**src/rtl/forth_sequencer.sv**
```systemverilog
// Command sequencer for the Forth RNS datapath: validates stack depth per command,
// then walks READ/EXEC/WB to drive stack strobes and the ALU opcode.
module forth_sequencer #(
  parameter int DEPTH   = 127,
  parameter int ALU_LAT = 2,
  localparam int DW     = $clog2(DEPTH + 1)
) (
  input  logic          clk_i,
  input  logic          rst_i,
  input  logic          cmd_valid_i,
  output logic          cmd_ready_o,
  input  logic [3:0]    cmd_i,
  input  logic [15:0]   cmd_imm_i,
  input  logic [15:0]   stk_op1_i,
  input  logic [15:0]   stk_op2_i,
  input  logic [15:0]   alu_result_i,
  output logic          stk_read_o,
  output logic          stk_write_o,
  output logic [15:0]   stk_data_o,
  output logic [1:0]    alu_op_o,
  output logic          done_o,
  output logic          err_o,
  output logic [1:0]    err_code_o,
  output logic [DW-1:0] depth_o,
  output logic [2:0]    state_o,
  output logic [31:0]   dbg_ops_o
);

  localparam int WW = (ALU_LAT > 1) ? $clog2(ALU_LAT) : 1;

  localparam logic [3:0] CMD_NOP  = 4'd0;
  localparam logic [3:0] CMD_PUSH = 4'd1;
  localparam logic [3:0] CMD_POP  = 4'd2;
  localparam logic [3:0] CMD_ADD  = 4'd3;
  localparam logic [3:0] CMD_MUL  = 4'd4;
  localparam logic [3:0] CMD_DUP  = 4'd5;

  typedef enum logic [2:0] {
    S_IDLE = 3'd0,
    S_READ = 3'd1,
    S_EXEC = 3'd2,
    S_WB   = 3'd3,
    S_ERR  = 3'd4
  } state_t;

  state_t        state_q;
  logic          cmd_ready_q;
  logic          stk_read_q;
  logic          stk_write_q;
  logic [15:0]   stk_data_q;
  logic [1:0]    alu_op_q;
  logic          done_q;
  logic          err_q;
  logic [1:0]    err_code_q;
  logic [DW-1:0] depth_q;
  logic [WW-1:0] wait_q;
  logic [3:0]    op_q;
  logic [31:0]   dbg_ops_q;

  logic [1:0]    chk_code_d;
  logic          full_d;
  logic          handshake_d;

  assign full_d      = (depth_q == DW'(DEPTH));
  assign handshake_d = cmd_valid_i & cmd_ready_q;

  // Illegal beats underflow beats overflow; 0 means the command may issue.
  always_comb begin
    chk_code_d = 2'd0;
    case (cmd_i)
      CMD_NOP:          chk_code_d = 2'd0;
      CMD_PUSH:         if (full_d) chk_code_d = 2'd2;
      CMD_POP:          if (depth_q == '0) chk_code_d = 2'd1;
      CMD_ADD, CMD_MUL: if (depth_q <= DW'(1)) chk_code_d = 2'd1;
      CMD_DUP: begin
        if (depth_q == '0) chk_code_d = 2'd1;
        else if (full_d)   chk_code_d = 2'd2;
      end
      default:          chk_code_d = 2'd3;
    endcase
  end

  always_ff @(posedge clk_i) begin
    if (rst_i) begin
      state_q     <= S_IDLE;
      cmd_ready_q <= 1'b1;
      stk_read_q  <= 1'b0;
      stk_write_q <= 1'b0;
      stk_data_q  <= '0;
      alu_op_q    <= 2'd0;
      done_q      <= 1'b0;
      err_q       <= 1'b0;
      err_code_q  <= 2'd0;
      depth_q     <= '0;
      wait_q      <= '0;
      op_q        <= CMD_NOP;
      dbg_ops_q   <= '0;
    end else begin
      done_q      <= 1'b0;
      stk_read_q  <= 1'b0;
      stk_write_q <= 1'b0;
      case (state_q)
        S_IDLE: begin
          if (handshake_d) begin
            op_q <= cmd_i;
            if (chk_code_d != 2'd0) begin
              state_q     <= S_ERR;
              cmd_ready_q <= 1'b0;
              err_q       <= 1'b1;
              err_code_q  <= chk_code_d;
            end else begin
              case (cmd_i)
                CMD_PUSH: begin
                  state_q     <= S_WB;
                  cmd_ready_q <= 1'b0;
                  stk_write_q <= 1'b1;
                  stk_data_q  <= cmd_imm_i;
                  done_q      <= 1'b1;
                end
                CMD_POP: begin
                  state_q     <= S_WB;
                  cmd_ready_q <= 1'b0;
                  stk_read_q  <= 1'b1;
                  done_q      <= 1'b1;
                end
                CMD_ADD, CMD_MUL, CMD_DUP: begin
                  state_q     <= S_READ;
                  cmd_ready_q <= 1'b0;
                  alu_op_q    <= (cmd_i == CMD_ADD) ? 2'd1 :
                                 (cmd_i == CMD_MUL) ? 2'd2 : 2'd3;
                end
                default: done_q <= 1'b1;  // NOP retires in place
              endcase
            end
          end
        end
        S_READ: begin
          state_q   <= S_EXEC;
          wait_q    <= WW'(ALU_LAT - 1);
          dbg_ops_q <= {stk_op2_i, stk_op1_i};
        end
        S_EXEC: begin
          if (wait_q == '0) begin
            state_q     <= S_WB;
            stk_write_q <= 1'b1;
            stk_read_q  <= (alu_op_q != 2'd3);
            stk_data_q  <= alu_result_i;
            done_q      <= 1'b1;
          end else begin
            wait_q <= wait_q - WW'(1);
          end
        end
        S_WB: begin
          state_q     <= S_IDLE;
          cmd_ready_q <= 1'b1;
          alu_op_q    <= 2'd0;
          if (op_q == CMD_PUSH || op_q == CMD_DUP) depth_q <= depth_q + DW'(1);
          else                                     depth_q <= depth_q - DW'(1);
        end
        S_ERR:   state_q <= S_ERR;
        default: state_q <= S_IDLE;
      endcase
    end
  end

  // Strobes are masked by rst so an abandoned command never reaches the stack.
  assign stk_read_o  = stk_read_q & ~rst_i;
  assign stk_write_o = stk_write_q & ~rst_i;
  assign done_o      = done_q & ~rst_i;
  assign cmd_ready_o = cmd_ready_q;
  assign stk_data_o  = stk_data_q;
  assign alu_op_o    = alu_op_q;
  assign err_o       = err_q;
  assign err_code_o  = err_code_q;
  assign depth_o     = depth_q;
  assign state_o     = state_q;
  assign dbg_ops_o   = dbg_ops_q;

endmodule

```
**config.mk**
```make
export PLATFORM = sky130hd
export DESIGN_NAME = forth_sequencer
export DESIGN_NICKNAME = d
export VERILOG_FILES = /design/src/rtl/forth_sequencer.sv
export SDC_FILE = /design/constraint.sdc
export NUM_CORES = 1
export LEC_CHECK = 0
export CAP_MARGIN = 20
export CORE_MARGIN = 3
export CORE_UTILIZATION = 25
export DETAILED_ROUTE_END_ITERATION = 6
export GPL_ROUTABILITY_DRIVEN = 0
export PLACE_DENSITY_LB_ADDON = 0.25
export SLEW_MARGIN = 20
export SYNTH_ARGS = -nofsm -noshare
export SYNTH_HDL_FRONTEND = slang
export SYNTH_SLANG_ARGS = --single-unit
export TNS_END_PERCENT = 100
```
**constraint.sdc**
```tcl
create_clock -name clk_i -period 2.13 [get_ports clk_i]
set_input_delay 0.639 -clock clk_i [delete_from_list [all_inputs] [get_ports clk_i]]
set_output_delay 0.639 -clock clk_i [all_outputs]
set_load 0.02 [all_outputs]
```
==> results of run 1 <==
through the flow:
stage,utilization,instances,power [mW]
after CTS,0.418,709,4.15
final,0.422,711,4.08
after detailed placement,0.395,693,2.69
after global placement,0.395,693,2.68
after floorplan,-,380,2.17
after global routing,0.422,711,4.32
cell families (layout without fill, tap and decap cells):
kind of cell / count (synthesis) / in the layout / synth area share
AND/OR/NAND/NOR: 140 / 140 / 0.207
AO/OA/AOI/OAI: 109 / 109 / 0.238
flip-flops: 71 / 71 / 0.423
buffers and inverters: 34 / 193 / 0.0544
multiplexers: 17 / 17 / 0.0507
XOR/XNOR: 6 / 6 / 0.0157
adder cells (fa/ha/maj): 3 / 3 / 0.0112
where the power goes:
part | internal (mW) | leakage [nW] | switching [mW]
combinational | 0.586 | 1.26 | 0.582
clock | 0.843 | 0.142 | 0.563
sequential | 1.44 | 0.575 | 0.0687
flip-flops by register name (all words and copies together), names as in the netlist, 2 cells and up:
| name | flops |
|---|---|
| depth_o | 7 |
| alu_op_o | 2 |
| dbg_ops_o | 32 |
| state_o | 3 |
| op_q | 3 |
| stk_data_o | 16 |
| err_code_o | 2 |
final cells by class:
cell class | count | area (µm²) | area share
Clock buffer | 12 | 256 | 0.0472
Tap cell | 172 | 215 | 0.0396
Inverter | 3 | 11.3 | 0.00207
Multi-Input combinational cell | 275 | 1800 | 0.332
Sequential cell | 71 | 1420 | 0.262
Timing Repair Buffer | 174 | 1700 | 0.313
Clock inverter | 4 | 20.0 | 0.00369
worst max-delay path by stage:
stage / end / slack [ps] / cells after the start
floorplan: state_o[1]$_SDFFE_PP0P_ / 50 / 7
global placement: stk_data_o[3]$_SDFFE_PP0P_ / -500 / 7
detailed placement: stk_data_o[5]$_SDFFE_PP0P_ / -620 / 7
CTS: stk_data_o[5]$_SDFFE_PP0P_ / 20 / 7
global route: stk_data_o[5]$_SDFFE_PP0P_ / -4 / 9
finish: depth_o[6] / 90 / 1
synthesized netlist by cell type (2+ instances only):
master,instances
sky130_fd_sc_hd__nand4_1,3
sky130_fd_sc_hd__clkbuf_1,16
sky130_fd_sc_hd__buf_6,5
sky130_fd_sc_hd__a41oi_1,2
sky130_fd_sc_hd__a21oi_1,50
sky130_fd_sc_hd__nor2_1,16
sky130_fd_sc_hd__a211oi_2,20
sky130_fd_sc_hd__inv_1,3
sky130_fd_sc_hd__a31oi_1,3
sky130_fd_sc_hd__xor2_1,3
sky130_fd_sc_hd__o2111ai_1,2
sky130_fd_sc_hd__and3b_1,4
sky130_fd_sc_hd__or3_1,2
sky130_fd_sc_hd__ha_1,3
sky130_fd_sc_hd__xnor2_1,3
sky130_fd_sc_hd__mux2i_1,17
sky130_fd_sc_hd__dfxtp_1,71
sky130_fd_sc_hd__nand3b_1,2
sky130_fd_sc_hd__and3_1,3
sky130_fd_sc_hd__a21o_1,3
sky130_fd_sc_hd__buf_2,8
sky130_fd_sc_hd__nand2b_1,2
sky130_fd_sc_hd__nand2_1,81
sky130_fd_sc_hd__nor3b_1,3
sky130_fd_sc_hd__a211oi_1,12
sky130_fd_sc_hd__o21ai_0,6
sky130_fd_sc_hd__nand3_1,5
sky130_fd_sc_hd__nor3_1,4
sky130_fd_sc_hd__nor2b_1,4
sky130_fd_sc_hd__or3b_2,2
repair_timing:
item                                    in CTS  in global routing
resized for setup                           16                 12
endpoints found under the setup margin      29                 23
endpoints found under the hold margin        0                  0
buffers inserted                             0                  1
gates cloned                                 0                  1
pin swaps                                    0                  3
hold buffers                                 0                  0
layer usage:
metal  track usage  vias to the layer above
li1              -                     1653
met1         0.162                     1513
met2         0.210                      122
met3        0.0747                       12
met4        0.0525                        2
met5             0                        -
==> PnR_summary.wiki, run 1 <==
{| class="wikitable"
! Metric !! Value
|-
| Outcome || complete, no violations
|-
| Worst hold slack across all endpoints || 452 ps
|-
| Clock Latency Late Sink || 330 ps
|-
| Buffer levels on the longest clock path || 2
|-
| Required time at the endpoint of the critical path || 1490 ps
|-
| Number of levels the H-tree was split into || 3
|-
| Hold Crit Endpoint || dbg_ops_o[18]$_SDFFE_PP0P_
|-
| Via density per instance || 4.64
|-
| Die height || 122 µm
|-
| CTS tree || built
|-
| Top cells by area in the synthesized netlist || sky130_fd_sc_hd__dfxtp_1 42%, sky130_fd_sc_hd__nand2_1 9.1%, sky130_fd_sc_hd__a211oi_2 7.5%
|-
| Via count || 3,302
|-
| Most common cell after layout, fill and taps aside || sky130_fd_sc_hd__clkdlybuf4s50_1
|-
| Antenna violations before repair || 1
|-
| Share of layout cells above drive strength 1 || 0.173
|-
| Total Nets Final || 608
|-
| Worst path arrival time || 1400 ps
|-
| Post-place setup slack || -620 ps
|-
| Slew Limit Fails || 0
|-
| Setup slack of the worst register-to-register path || 90 ps
|-
| Maximum frequency from static timing analysis || 490 MHz
|-
| Die Width || 122 µm
|-
| IO Port Bufs || 137
|-
| Synthesized instance count || 380
|-
| Worst R2R Start || depth_o[1]$_SDFFE_PP0P_
|-
| Top library cells by usage in the layout, fill and taps aside || 124 x sky130_fd_sc_hd__clkdlybuf4s50_1, 81 x sky130_fd_sc_hd__nand2_1, 71 x sky130_fd_sc_hd__dfxtp_1, 50 x sky130_fd_sc_hd__a21oi_1, 32 x sky130_fd_sc_hd__buf_4
|-
| Post-route setup TNS || 0 ps
|-
| Initial core utilization || 0.261
|-
| Synthesized netlist net count || 454
|-
| Source of the critical timing path || depth_o[6]$_SDFFE_PP0P_
|-
| Avg WL per Cell || 14.4 µm
|-
| Ordered list of cells on the worst path || clkdlybuf4s50_1
|-
| Area post-placement || 5080 µm²
|-
| Final setup vio count || 0
|-
| Hold Path Depth || 2
|-
| Post-synthesis average cell area || 8.84 µm²
|-
| Worst reg2reg endpoint || state_o[1]$_SDFFE_PP0P_
|-
| Number of buffers and inverters on the critical path || 1
|-
| Global-route usage over all layers || 0.137
|-
| Part of the Yosys area used for sequential elements || 0.423
|-
| Vias in the first global route || 3,230
|-
| Peak supply drop || 0.479 mV
|-
| Yosys reg bits || 71
|-
| Type of the worst setup path || reg -> out
|-
| CTS buffer count || 9
|-
| Hold/Removal Path Class || reg -> reg
|-
| Post-Route Skew || 3.52 ps
|-
| Detailed Route Iter0 Violations || 177
|-
| Met1 wire length || 4500 µm
|-
| First-pass GRT wire length || 16,100 µm
|-
| Standard-cell row count || 41
|-
| Cell type of the slowest stage on the worst timing path || sky130_fd_sc_hd__clkdlybuf4s50_1
|-
| Tmin final || 2040 ps
|-
| Synth-to-layout area growth || 61.7%
|-
| Total wirelength of the detailed-routed design || 10,200 µm
|-
| Final non-filler cell area || 5430 µm²
|-
| Critical path capture point type || primary output
|-
| Top Layer Used || met5
|-
| Post-synthesis cell type with the largest combined area || sky130_fd_sc_hd__dfxtp_1
|-
| CP top delay family || buffers and inverters
|-
| Leakage dissipation || 1.97 nW
|-
| ANT cells || 0
|-
| Count of distinct cell types in the synthesized netlist || 52
|-
| Fraction of post-synthesis cell area in the top cell type by area || 0.423
|-
| HPWL after detailed placement || 7300 µm
|-
| Final hold vios || 0
|-
| Slew at the pin closest to its max-slew limit || 682 ps
|-
| Total congestion overflow || 0
|-
| Clock sinks || 71
|-
| Most frequently used flop master after synthesis || sky130_fd_sc_hd__dfxtp_1
|-
| Synthesis warning total || 0
|-
| Share of async-settable or async-resettable flops after synthesis || 0
|-
| Top-level I/O count || 138
|-
| Filler Cells Inserted || 1,267
|-
| Met3 layer wire length in the routed design || 1180 µm
|-
| Number of optimization iterations in the first detailed-route pass || 4
|-
| Total length of routed met2 wires || 4410 µm
|-
| Clock slew at reported path FFs || 60 ps
|-
| Post-route antenna net violation count || 0
|-
| Final Worst Setup Slack || 89.4 ps
|-
| Pin count of the biggest net entering global routing || 59
|-
| Area of the die || 14,900 µm²
|-
| Core region area || 12,900 µm²
|-
| Hold Path Origin || dbg_ops_o[18]$_SDFFE_PP0P_
|-
| Cell area after synthesis || 3360 µm²
|-
| Cell at the root of the clock tree || sky130_fd_sc_hd__clkbuf_16
|-
| Crit path launch type || flop
|-
| Count of flip-flops with a built-in enable after synthesis || 0
|-
| DRC violation count after routing || 0
|-
| Power density over the cells || 752 nW/µm²
|-
| Count of cells along the worst register-to-register path || 9
|-
| Highest cell delay on the worst timing path || 640 ps
|-
| Max-cap violations || 0
|-
| Critical Path Fanout Max || 5
|-
| Period utilization || 0.958
|-
| Slew margin rel. || 0.546
|}
No activity file was read; power rests on OpenSTA's default activity.
==> inputs of run 2 (changes only) <==
CORE_UTILIZATION = 39   (was 25)
SLEW_MARGIN = unset   (was 20)
==> run 2 against run 1 <==
- maximum frequency is 1.4% lower
- die area is 34% lower
- hold slack better by 2.5 ps
- cell count is 10% lower
- critical path depth is 1 higher
- register-to-register slack better by 100 ps
- sequential power hardly changed
- via count is 0.79% higher
- non-clock buffer count is 7 lower
- sequential cell count stayed put
- critical endpoint is now depth_o[0]
- largest cell class unchanged
==> PnR_summary.wiki, run 2 (synthesis gave the netlist of run 1 again) <==
{| class="wikitable"
! Metric !! Value
|-
| Max-cap violations || 0
|-
| Maximum frequency from static timing analysis || 483 MHz
|-
| Count of cells along the worst register-to-register path || 7
|-
| HPWL after detailed placement || 6920 µm
|-
| Required time at the endpoint of the critical path || 1490 ps
|-
| Period utilization || 0.972
|-
| Detailed Route Iter0 Violations || 104
|-
| Peak supply drop || 0.558 mV
|-
| Worst path arrival time || 1430 ps
|-
| ANT cells || 0
|-
| Number of gates on the worst path with buffers counted || 2
|-
| DRC violation count after routing || 0
|-
| Area post-placement || 4960 µm²
|-
| Initial core utilization || 0.405
|-
| Number of flip-flops in the largest register || 32
|-
| Outcome || complete, no violations
|-
| First-pass GRT wire length || 15,300 µm
|-
| Sum of internal, switching and leakage power || 3.96 mW
|-
| Total Nets Final || 601
|-
| CTS buffer count || 9
|-
| Synth-to-layout area growth || 55.4%
|-
| Ordered list of cells on the worst path || buf_4 > clkdlybuf4s50_1
|-
| Total placed cells including tap cells || 621
|-
| RSZ-0062 raised after global routing || yes
|-
| Die Width || 98.8 µm
|-
| Standard-cell row count || 33
|-
| Power density over the cells || 758 nW/µm²
|-
| Core region area || 8300 µm²
|-
| Via count || 3,328
|-
| Cell Count, Final, Fillers Out || 637
|-
| Crit path launch type || flop
|-
| Most common cell after layout, fill and taps aside || sky130_fd_sc_hd__clkdlybuf4s50_1
|-
| Total wirelength of the detailed-routed design || 9360 µm
|-
| Global-route usage over all layers || 0.189
|-
| Slew margin rel. || 0.558
|-
| Area of the die || 9760 µm²
|-
| Leakage dissipation || 1.88 nW
|-
| Top library cells by usage in the layout, fill and taps aside || 127 x sky130_fd_sc_hd__clkdlybuf4s50_1, 81 x sky130_fd_sc_hd__nand2_1, 71 x sky130_fd_sc_hd__dfxtp_1, 50 x sky130_fd_sc_hd__a21oi_1, 26 x sky130_fd_sc_hd__buf_4
|-
| Post-CTS Setup Repair Bufs || 0
|-
| Number of buffers and inverters on the critical path || 2
|-
| Final setup vio count || 0
|-
| Cell type of the slowest stage on the worst timing path || sky130_fd_sc_hd__clkdlybuf4s50_1
|-
| Total congestion overflow || 0
|-
| Post-Route Skew || 10.6 ps
|-
| Slew Limit Fails || 0
|-
| Clock sinks || 71
|-
| CP top delay family || buffers and inverters
|-
| Number of buffers added to fix hold violations after cts || 0
|-
| IO Port Bufs || 137
|-
| Critical path capture point type || primary output
|-
| Tmin final || 2070 ps
|-
| Critical Path Fanout Max || 8
|-
| Final non-filler cell area || 5220 µm²
|-
| Clock slew at reported path FFs || 70 ps
|-
| Via density per instance || 5.22
|-
| Vias in the first global route || 3,226
|-
| Share of layout cells above drive strength 1 || 0.152
|-
| CTS tree || built
|-
| Type of the worst setup path || reg -> out
|-
| Top-level I/O count || 138
|-
| Hold/Removal Path Class || reg -> reg
|-
| Slew at the pin closest to its max-slew limit || 662 ps
|-
| Number of optimization iterations in the first detailed-route pass || 4
|-
| Final hold vios || 0
|-
| Hold Path Depth || 2
|-
| Number of levels the H-tree was split into || 3
|-
| Post-route antenna net violation count || 0
|-
| Clock Latency Late Sink || 340 ps
|-
| Worst hold slack across all endpoints || 454 ps
|-
| Avg WL per Cell || 14.7 µm
|-
| Pin count of the biggest net entering global routing || 52
|-
| Buffer levels on the longest clock path || 2
|-
| Cell at the root of the clock tree || sky130_fd_sc_hd__clkbuf_8
|-
| Highest cell delay on the worst timing path || 610 ps
|-
| Die height || 98.8 µm
|-
| Antenna violations before repair || 0
|}
run 2: timing repair:
item	in CTS	in global routing
endpoints found under the setup margin	30	3
resized for setup	13	1
pin swaps	0	1
gates cloned	0	0
run 2: power by group:
part	switching [mW]	internal (mW)
registers	0.0684	1.44
logic	0.563	0.564
clock network	0.510	0.813
run 2: per-stage QoR:
stage               TNS (ps)   util  setup slack, ps
floorplan                  0      -             51.1
global placement       -9300  0.598             -382
detailed placement    -12270  0.598             -529
CTS                        0  0.629             10.6
global route           -14.4  0.629            -8.90
finish                     0  0.629             59.6
run 2: metal layers:
layer	routed length (µm)	up-vias	global-route usage
met5	0	-	0
met4	98	0	0.0567
met3	831	9	0.0644
met2	4540	105	0.315
met1	3900	1574	0.230
li1	-	1640	-
run 2: area by class of cell:
cell class	count	area, µm²
Timing Repair Buffer	167	1630
Tap cell	105	131
Clock inverter	5	104
Sequential cell	71	1420
Fill cell	715	3080
Clock buffer	11	141
Inverter	3	11.3
Multi-Input combinational cell	275	1790
run 2: worst reg2reg max path: stages (launching register included):
cell and delay, ps:
sky130_fd_sc_hd__dfxtp_1 320, sky130_fd_sc_hd__ha_1 230, sky130_fd_sc_hd__and4_1 250, sky130_fd_sc_hd__a41o_1 260, sky130_fd_sc_hd__and3b_2 300, sky130_fd_sc_hd__buf_4 200, sky130_fd_sc_hd__a31oi_1 100, sky130_fd_sc_hd__nor3_1 220
run 2: path summary, 6_finish.rpt:
kind	startpoint	end	slack, ps
setup / recovery	depth_o[0]$_SDFFE_PP0P_	depth_o[0]	60
hold / removal	dbg_ops_o[7]$_SDFFE_PP0P_	dbg_ops_o[7]$_SDFFE_PP0P_	450
setup reg to reg	depth_o[0]$_SDFFE_PP0P_	alu_op_o[0]$_SDFFE_PP0P_	190
hold reg to reg	dbg_ops_o[7]$_SDFFE_PP0P_	dbg_ops_o[7]$_SDFFE_PP0P_	450
==> patch: new RTL, settings of run 2 <==
Make the reset (`rst_i`) asynchronous in one clocked block.
--- a/src/rtl/forth_sequencer.sv
+++ b/src/rtl/forth_sequencer.sv
@@ -81,5 +81,5 @@
   end
 
-  always_ff @(posedge clk_i) begin
+  always_ff @(posedge clk_i or posedge rst_i) begin
     if (rst_i) begin
       state_q     <= S_IDLE;
Check against the original RTL: differs if rst_i is asserted again (counterexample within 4 cycles, from zero or initial values and one cycle with rst_i high); with rst_i held inactive, the same outputs for 4 cycles.
==> patch against run 2 <==
Worst hold slack better by 38 ps; cell area is 5.8% higher; area after synthesis is 5.6% higher; wire length is 3.2% lower; cell count is 9.3% lower; worst setup slack worse by 9.0 ps; critical path type is now reg2reg; maximum frequency is 0.43% lower; sequential cell count stayed put.
Power is not compared: it rests on default switching activity, and its combinational part moved more than twofold at a synthesized area within 25%.
==> patch: results (changes against run 2) <==
stage,metric,value,unit,change
status,status,"complete, no violations",,
pwr,Final Total Pwr,0.00824,W,
drt,M1 wire length,3.85,mm,-1.1%
setup_path,"slowest stage delay, CP",510,ps,-100 ps
logic_synthesis,synth cell count leaders,"dfrtp_1, mux2_2, nor2b_1",,
timing,f_max,481,MHz,-0.43%
setup_path,Critical Path Source,depth_o[4]$_DFFE_PP0P_,,
timing,worst-margin pin slew,495,ps,-167 ps
logic_synthesis,post-synthesis cell count,298,,-22%
setup_path,slowest CP cell,or4b_4,,
drt,DRT iter0 DRCs,136,,+31%
timing,Min Hold Slack,492,ps,+37.5 ps
timing,clock skew,9.35,ps,-1.29 ps
die,Initial Util,40.5,%,about the same
setup_path,reg2reg end,stk_data_o[7]$_DFFE_PP0P_,,
placed_design,dpl cell area,5300,um2,+6.7%
placed_design,HPWL Detailed,7.03,mm,+1.5%
layout,layout cell share with drive strength beyond 1,29.4,%,+14 points
layout,Post-Layout Cell Count,578,,-9.3%
setup_path,R2R depth,6,,-1
min_path,hold path startpoint,op_q[0]$_DFFE_PP0P_,,
placed_design,Cells after DPL,562,,-9.5%
global_route,vias in the first global route,2974,,-7.8%
drt,Vias/cell,5.08,,-2.7%
drt,drt wl/cell,15.7,um,+6.7%
logic_synthesis,Async SR Flop Fraction,100,%,+100 points
logic_synthesis,Area contributors post-synth,"dfrtp_1, mux2_2, a211oi_2, nor2b_1, a211oi_1",,
global_route,gr usage total,18.2,%,-0.66 points
pwr,Combinational Power,0.00464,W,
setup_path,"Max FO, Critical Path",17,,+9
setup_path,WP data arrival,2300,ps,+870 ps
setup_path,CP endpoint kind,register,,
layout,final net count,539,,-10%
global_route,global-route wire length before repair,14.7,mm,-3.6%
logic_synthesis,"Distinct cells, synth",51,,-1.9%
[patch: repair_timing]
action                                  CTS  global route
pin swaps                                 2             0
gates resized for setup                  21             6
endpoints found under the setup margin   32            11
[patch: cell families (layout without fill, tap and decap cells)]
family	count (synthesis)	count (layout)	share of synthesized area (%)
compound gates	78	78	18.3
simple gates	78	78	13.3
flops	71	71	50.1
mux	33	33	10.4
buf+inv	27	199	4.76
xor+xnor	8	8	1.98
fa+ha+maj	3	3	1.06
[patch: metal layers]
layer  track usage (%)  vias up
met4              6.34        0
met5                 0        -
met1              23.5     1401
li1                  -     1411
met3              4.82       16
met2              29.6      110
[patch: layout make-up]
type / instances / area, um2
Clock buffer: 11 / 141
Sequential cell: 71 / 1780
Fill cell: 745 / 3240
Multi-Input combinational cell: 200 / 1660
Clock inverter: 5 / 81.3
Inverter: 7 / 30.0
Timing Repair Buffer: 176 / 1690
Tap cell: 108 / 135
[patch: worst min-delay path: stages, from the launching register on]
cell and delay (ps):
dfrtp_1 350, nand2_1 50, o21ai_0 60
